===== config.mk =====
export PLATFORM = sky130hd
export DESIGN_NAME = rr_arbiter4
export DESIGN_NICKNAME = d
export VERILOG_FILES = /design/src/rtl/rr_arbiter4_pkg.sv /design/src/rtl/rr_arbiter4_decoder2x4.sv /design/src/rtl/rr_arbiter4.sv
export SDC_FILE = /design/constraint.sdc
export NUM_CORES = 1
export LEC_CHECK = 0
export BUFFER_PORTS_ARGS = -buffer_cell sky130_fd_sc_hd__buf_2
export CORE_ASPECT_RATIO = 0.8
export CORE_UTILIZATION = 45
export DETAILED_ROUTE_END_ITERATION = 12
export GPL_ROUTABILITY_DRIVEN = 0
export PLACE_DENSITY = 0.71
export SYNTH_ARGS = -nofsm -noshare
export SYNTH_HDL_FRONTEND = slang
export SYNTH_SLANG_ARGS = --single-unit

===== constraint.sdc =====
create_clock -name clk -period 5.5 [get_ports clk]
set_input_delay 0.825 -clock clk [delete_from_list [all_inputs] [get_ports clk]]
set_output_delay 0.825 -clock clk [all_outputs]
set_load 0.005 [all_outputs]

===== src/rtl/rr_arbiter4_pkg.sv =====
// Shared definitions for the 4-way round-robin arbiter.
package rr_arbiter4_pkg;

    localparam int unsigned NUM_REQ = 4;
    localparam int unsigned IDX_W   = 2;
    localparam int unsigned CNT_W   = 8;

    typedef enum logic {
        ST_IDLE  = 1'b0,
        ST_GRANT = 1'b1
    } state_t;

    // Requester 0 gets top priority after reset because the search starts after 3.
    localparam logic [IDX_W-1:0] LAST_RST = 2'd3;

endpackage


===== src/rtl/rr_arbiter4_decoder2x4.sv =====
// 2-to-4 one-hot decoder with enable; output is zero when disabled.
module decoder2x4
    import rr_arbiter4_pkg::*;
(
    input  logic [IDX_W-1:0]   idx,
    input  logic               en,
    output logic [NUM_REQ-1:0] onehot_c
);

    always_comb begin
        onehot_c = '0;
        if (en) begin
            onehot_c[idx] = 1'b1;
        end
    end

endmodule


===== src/rtl/rr_arbiter4.sv =====
// Round-robin arbiter for 4 requesters with a bounded hold time under contention.
module rr_arbiter4
    import rr_arbiter4_pkg::*;
#(
    parameter int unsigned HOLD_MAX = 4
) (
    input  logic               clk,
    input  logic               rst,
    input  logic [NUM_REQ-1:0] req,
    output logic [NUM_REQ-1:0] grant,
    output logic [IDX_W-1:0]   grant_idx,
    output logic               grant_valid
);

    localparam logic [CNT_W-1:0] HOLD_LAST = CNT_W'(HOLD_MAX - 1);

    state_t           state;
    logic [IDX_W-1:0] last;
    logic [CNT_W-1:0] hold_cnt;
    logic             others_c;
    logic             handoff_c;

    // First requester above start, wrapping; returns start when nothing else is set.
    function automatic logic [IDX_W-1:0] find_winner(input logic [NUM_REQ-1:0] r,
                                                     input logic [IDX_W-1:0]   start);
        logic [IDX_W-1:0] idx;
        find_winner = start;
        for (int k = NUM_REQ; k >= 1; k--) begin
            idx = start + IDX_W'(k);
            if (r[idx]) begin
                find_winner = idx;
            end
        end
    endfunction

    always_comb begin
        others_c  = |(req & ~(NUM_REQ'(1) << grant_idx));
        handoff_c = !req[grant_idx] || ((hold_cnt == HOLD_LAST) && others_c);
    end

    always_ff @(posedge clk) begin
        if (rst) begin
            state       <= ST_IDLE;
            grant_valid <= 1'b0;
            grant_idx   <= '0;
            last        <= LAST_RST;
            hold_cnt    <= '0;
        end else begin
            case (state)
                ST_IDLE: begin
                    if (|req) begin
                        grant_idx   <= find_winner(req, last);
                        grant_valid <= 1'b1;
                        hold_cnt    <= '0;
                        state       <= ST_GRANT;
                    end
                end
                ST_GRANT: begin
                    // Release or hold-limit preemption both hand off without an idle bubble.
                    if (handoff_c) begin
                        last     <= grant_idx;
                        hold_cnt <= '0;
                        if (others_c) begin
                            grant_idx <= find_winner(req, grant_idx);
                        end else begin
                            grant_valid <= 1'b0;
                            state       <= ST_IDLE;
                        end
                    end else if (hold_cnt != HOLD_LAST) begin
                        hold_cnt <= hold_cnt + CNT_W'(1);
                    end
                end
                default: begin
                    state       <= ST_IDLE;
                    grant_valid <= 1'b0;
                end
            endcase
        end
    end

    decoder2x4 u_dec (
        .idx      (grant_idx),
        .en       (grant_valid),
        .onehot_c (grant)
    );

endmodule


# Word-level counts from Yosys, hierarchy flattened
# Index checks and enable logic that the tools add are counted.
# word_totals
in_bits	6
register_bits	14
wordCells	81
# op_classes
bitwise	3
n_reduce_logical	10
n_eq_ne	8
muxes	39
n_shift	1
addsub	7
n_lt_le_gt_ge	8
# ops
cell	n
2-to-1 mux 8 bit	3
less-than comparator 2 x 3 -> 1 bit (second input constant)	7
2-to-1 mux 2 bit	9
case mux 8 bit (2 select lines)	1
binary-select mux 1 bit (select 2 bit)	7
2-to-1 mux 1 bit	14
adder 2 bit (second input constant)	4
adder 8 x 1 -> 8 bit (second input constant)	1
== test 8 x 2 -> 1 bit (second input constant)	1
inequality test 8 x 2 -> 1 bit (second input constant)	1
OR reduction 4 bit	2
adder 2 x 1 -> 2 bit (second input constant)	2
bitwise AND 4 bit	1
2-to-1 mux 4 bit	1
inequality test 2 x 1 -> 1 bit (second input constant)	2
inequality test 2 bit (second input constant)	2
inequality test 4 x 1 -> 1 bit (second input constant)	1
NOT 4 bit	1
case mux 1 bit (2 select lines)	2
case mux 2 bit (2 select lines)	1
AND reduction 2 bit	2
AND reduction 4 bit	1
<< shifter 1 x 2 -> 4 bit (first input constant)	1
inequality test 3 x 1 -> 1 bit (second input constant)	1
other kinds (7)	8

# Logic depth before layout (Yosys ltp)
# logic_depth
ltp_word	9
mapped_depth	8
depth_no_buf	7

# Hierarchy
# Synthesis repeated with hierarchy kept, for this count alone.
# hier_totals
hier_cells	134
area_unflattened_um2	1104.8
# by_module_without_submodules
module	area_each_um2	seq_area_each_um2	instances	cells_per_inst
rr_arbiter4	1067.3	280.3	1	130
decoder2x4	37.5	0.0	1	4

# Worst setup path before layout
# Ideal clock, no wire load.
# synth_timing
path_kind	in2reg
startpoint	in req[2]
endpoint	reg grant_idx[0]
arrival_ns	1.946
path_stages	6
setup_time_ns	0.127
slack_ns	3.427
cell_sequence	buf_4 -> mux4_2 -> a21bo_4 -> o2bb2ai_2 -> a211oi_1 -> o32ai_1
# synth_between
elab_chain_cells	7
elab_cells_between_ends	34
cone_classes	eq/ne: 4; mux: 23; bitwise: 1; reduce/logical: 6
# synth_lines
element	line	rtl
start: declaration	rr_arbiter4.sv:9	input logic [NUM_REQ-1:0] req,
binary-select mux 1 bit (select 2 bit)	rr_arbiter4.sv:30	if (r[idx]) begin
2-to-1 mux 1 bit (implied by the code)	rr_arbiter4.sv:30	
2-to-1 mux 2 bit (2 in series)	rr_arbiter4.sv:30	
2-to-1 mux 2 bit, on equally long branches	rr_arbiter4.sv:63, rr_arbiter4.sv:30	
2-to-1 mux 2 bit, on equally long branches	rr_arbiter4.sv:60, rr_arbiter4.sv:51	
case mux 2 bit (2 select lines)	rr_arbiter4.sv:49	case (state)
end signal: assignment	rr_arbiter4.sv:52	grant_idx <= find_winner(req, last);
end signal: assignment	rr_arbiter4.sv:64	grant_idx <= find_winner(req, grant_idx);
end: declaration	rr_arbiter4.sv:11	output logic [IDX_W-1:0] grant_idx,
# Several ways; a longest one is shown, not always the timed one. The select of a mux whose other input is x is not followed.
# A chain may end at the register's enable or synchronous reset.

# Final worst setup path
# layout_timing
startpoint	reg grant_idx[1]
endpoint	out grant[0]
# layout_between
elab_chain_cells	5
elab_cells_between_ends	6
cone_classes	order compare: 2; mux: 3; reduce/logical: 1
# layout_lines
element	line	rtl
less-than comparator 2 x 3 -> 1 bit (implied by the code) / >= comparator 2 x 1 -> 1 bit (equally long branches)	rr_arbiter4_decoder2x4.sv:13	onehot_c[idx] = 1'b1;
logical AND 1 bit (implied by the code)	rr_arbiter4_decoder2x4.sv:13	
2-to-1 mux 1 bit (implied by the code)	rr_arbiter4_decoder2x4.sv:13	
demux 1 bit (select 2 bit) (*)	-	
2-to-1 mux 4 bit (*)	rr_arbiter4_decoder2x4.sv:12	if (en) begin
end: declaration	rr_arbiter4.sv:10	output logic [NUM_REQ-1:0] grant,
# Mark *: on every way between the ends. The rest lies on a longest branch, timed or not.

==> reports/metrics.csv <==
metric,value,unit
row count,15,
overall die width,56.9,um
hold_sp,hold_cnt[1],
FF-to-FF Start,grant_idx[1],
worst-path cell with the longest stage delay,dfxtp_1,
Synth Register Bits,14,
Initial Util,0.490,
prevailing post-synth register cell,dfxtp_1,
final setup fails,0,
outcome,finished with violations,
Leak Pwr,0.491,nW
TritonCTS buffer count,3,
Pwr per Cell Area,279,nW/um2
chip height,45.9,um
CTS max path bufs,2,
Syn Std Cell Area,1080,um2
Unique masters post-synth,51,
Hold WC Path Type,flip-flop to flip-flop,
sequential area share after synthesis,0.258,
Final ANT Viol Nets,0,
Fmax,0.407,GHz
Logic pwr share,0.371,
H-Tree Depth,1,
RSZ-0062 raised after global routing,no,
Routed WL,2.33,mm
Core ar.,2210,um2
antenna violations before repair,0,
Setup Crit Path Kind,flip-flop to output port,
R2R cell count,7,
Sw Ratio,0.352,
min cycle time layout,2.45,ns
Setup TNS,0,ns
CTS tree,yes,
Layout Nets,147,
"commonest non-fill, non-tap cell in the layout",dfxtp_1,
Synth Area per Inst,8.68,um2
cells along the critical path,inv_1 -> ha_1 -> and2_1 -> buf_2,
final core utilization,0.524,
Synth Net Count,136,
Hold Buf Count CTS,0,
number of global-route vias before repair,831,
"EDFF count, synth",0,
GRT overflow,0,
post-CTS sizing,0,
"Hold Violations, Final",0,
Slew @ Worst Pin,0.467,ns
Worst Path Max Fanout,12,
Worst path max stage delay,0.60,ns
violated checks,design-rule violations,
Worst Hold Path EP,hold_cnt[1],
minimum hold slack,0.502,ns
I/O pin count,13,
pin count of the biggest net entering global routing,13,
first-pass iteration count of the detailed router,8,
clock root buffer,clkbuf_4,
Switching Power,114,uW
drt via density,6.04,
CP arrival,1.63,ns
Final Skew,0.00641,ns
Initial DRC Count,39,
Clock power frac,0.229,
VDD IR max,0.124,mV
critical path capture point type,output port,
die area,2610,um2
Multi-input gate area,718,um2
Seq pwr share,0.400,
Tcrit/Tclk final,0.446,
first-pass GRT wire length,3.98,mm
headroom to the max-slew limit,0.687,
internal power,210,uW
I/O Buffers,12,
total track usage,0.203,
Vias,967,
layout cells sized above 1,0.200,
HPWL Detailed,1.78,mm
critical path startpoint,grant_idx[1],
r2r setup slk,3.24,ns
sequential cell area,280,um2
number of fill cells,217,
hold path depth,2,
WP data required,4.68,ns
Synth-to-Final Area Change,6.92,%
max-slew violations,0,
worst r2r dst,hold_cnt[4],
# diodes,0,
clk sinks,14,
Post-Synthesis Cells,125,
Clock transition at path regs,0.09,ns
Ys Warns,0,
DR WL/cell,14.6,um
startpoint types,flip-flop,
max_cap viols,0,
number of setup buffers added after CTS,0,
# DRC,4,
asr flop ratio synth,0,
"commonest cells after routing, fill and taps aside","dfxtp_1 (14), buf_2 (12), nor2_1 (11)",
clk_lat worst skew,0.28,ns
==> layout make-up <==
type,count,area share
multi-input cells,96,0.619
flip-flops and latches,14,0.242
repair buffers,12,0.0518
clock buffers,4,0.0313
inverters,9,0.0291
well taps,25,0.0270
==> per-stage QoR <==
| stage | power [mW] | worst slack [ns] | cells | area (um2) |
|---|---|---|---|---|
| 2_1_floorplan | 0.227 | 3.43 | 125 | 1080 |
| 3_3_place_gp | 0.248 | 3.21 | 156 | 1120 |
| 3_5_place_dp | 0.250 | 3.22 | 156 | 1120 |
| 4_1_cts | 0.326 | 3.02 | 160 | 1160 |
| 5_1_grt | 0.349 | 2.90 | 160 | 1160 |
| 6_report | 0.324 | 3.05 | 160 | 1160 |
==> synth_stat cells, types with 2 or more instances <==
library cell	count	share of area
nand2_1	6	0.021
a21oi_1	2	0.0092
nor3_1	3	0.014
o211ai_1	3	0.021
dfxtp_1	14	0.26
nor2_1	11	0.038
nand3_1	5	0.023
o311ai_1	2	0.016
a21o_1	3	0.021
o21ai_0	4	0.018
nand4_1	2	0.012
a31oi_1	3	0.017
mux2_2	2	0.021
xnor2_1	2	0.016
xor2_1	4	0.032
inv_1	8	0.028
buf_4	3	0.021
o21a_1	2	0.014
and2_1	5	0.029
mux2i_1	4	0.037
a211oi_1	3	0.021
ha_1	5	0.058
==> cells by family after synthesis <==
| family | Yosys count | synth area share |
|---|---|---|
| muxes | 7 | 0.0784 |
| buffers and inverters | 15 | 0.0796 |
| and+or+nand+nor | 43 | 0.223 |
| AOI/OAI and AO/OA | 35 | 0.255 |
| adders and majority gates | 5 | 0.0577 |
| DFF | 14 | 0.258 |
| xor gates and xnor gates | 6 | 0.0484 |
==> routing by layer <==
metal	GRT usage	vias up	wire, um	share of wire
met4	0.0293	0	8	0.0034
met2	0.306	43	975	0.42
met1	0.286	441	1160	0.50
met5	0	-	0	0
met3	0.0710	2	184	0.079
li1	-	481	-	-
==> critical path: cells and delay by family, from the launching register on <==
kind,cells,cell delay [ns]
DFF,1,0.60
adders and majority gates,1,0.26
buffers and inverters,2,0.34
and+or+nand+nor,1,0.15
==> worst max-delay path by stage <==
stage	to	slack, ns
floorplan	grant_idx[0]	3.43
global placement	last[0]	3.21
detailed placement	hold_cnt[6]	3.22
CTS	grant[0]	3.02
global route	grant[2]	2.90
finish	grant[0]	3.05
==> sequential cells by signal, summed over array words and instances, names as in the netlist <==
| signal | count |
|---|---|
| state | 1 |
| grant_idx | 2 |
| hold_cnt | 8 |
| grant_valid | 1 |
| last | 2 |
==> power by group through the flow <==
stage,Sequential [mW],Clock [mW],Combinational (mW)
after floorplan,0.121,0,0.106
after global placement,0.130,0,0.118
after detailed placement,0.132,0,0.119
after CTS,0.129,0.0776,0.120
after global routing,0.132,0.0824,0.134
final,0.129,0.0743,0.120
(Power assumes the default switching activity.)
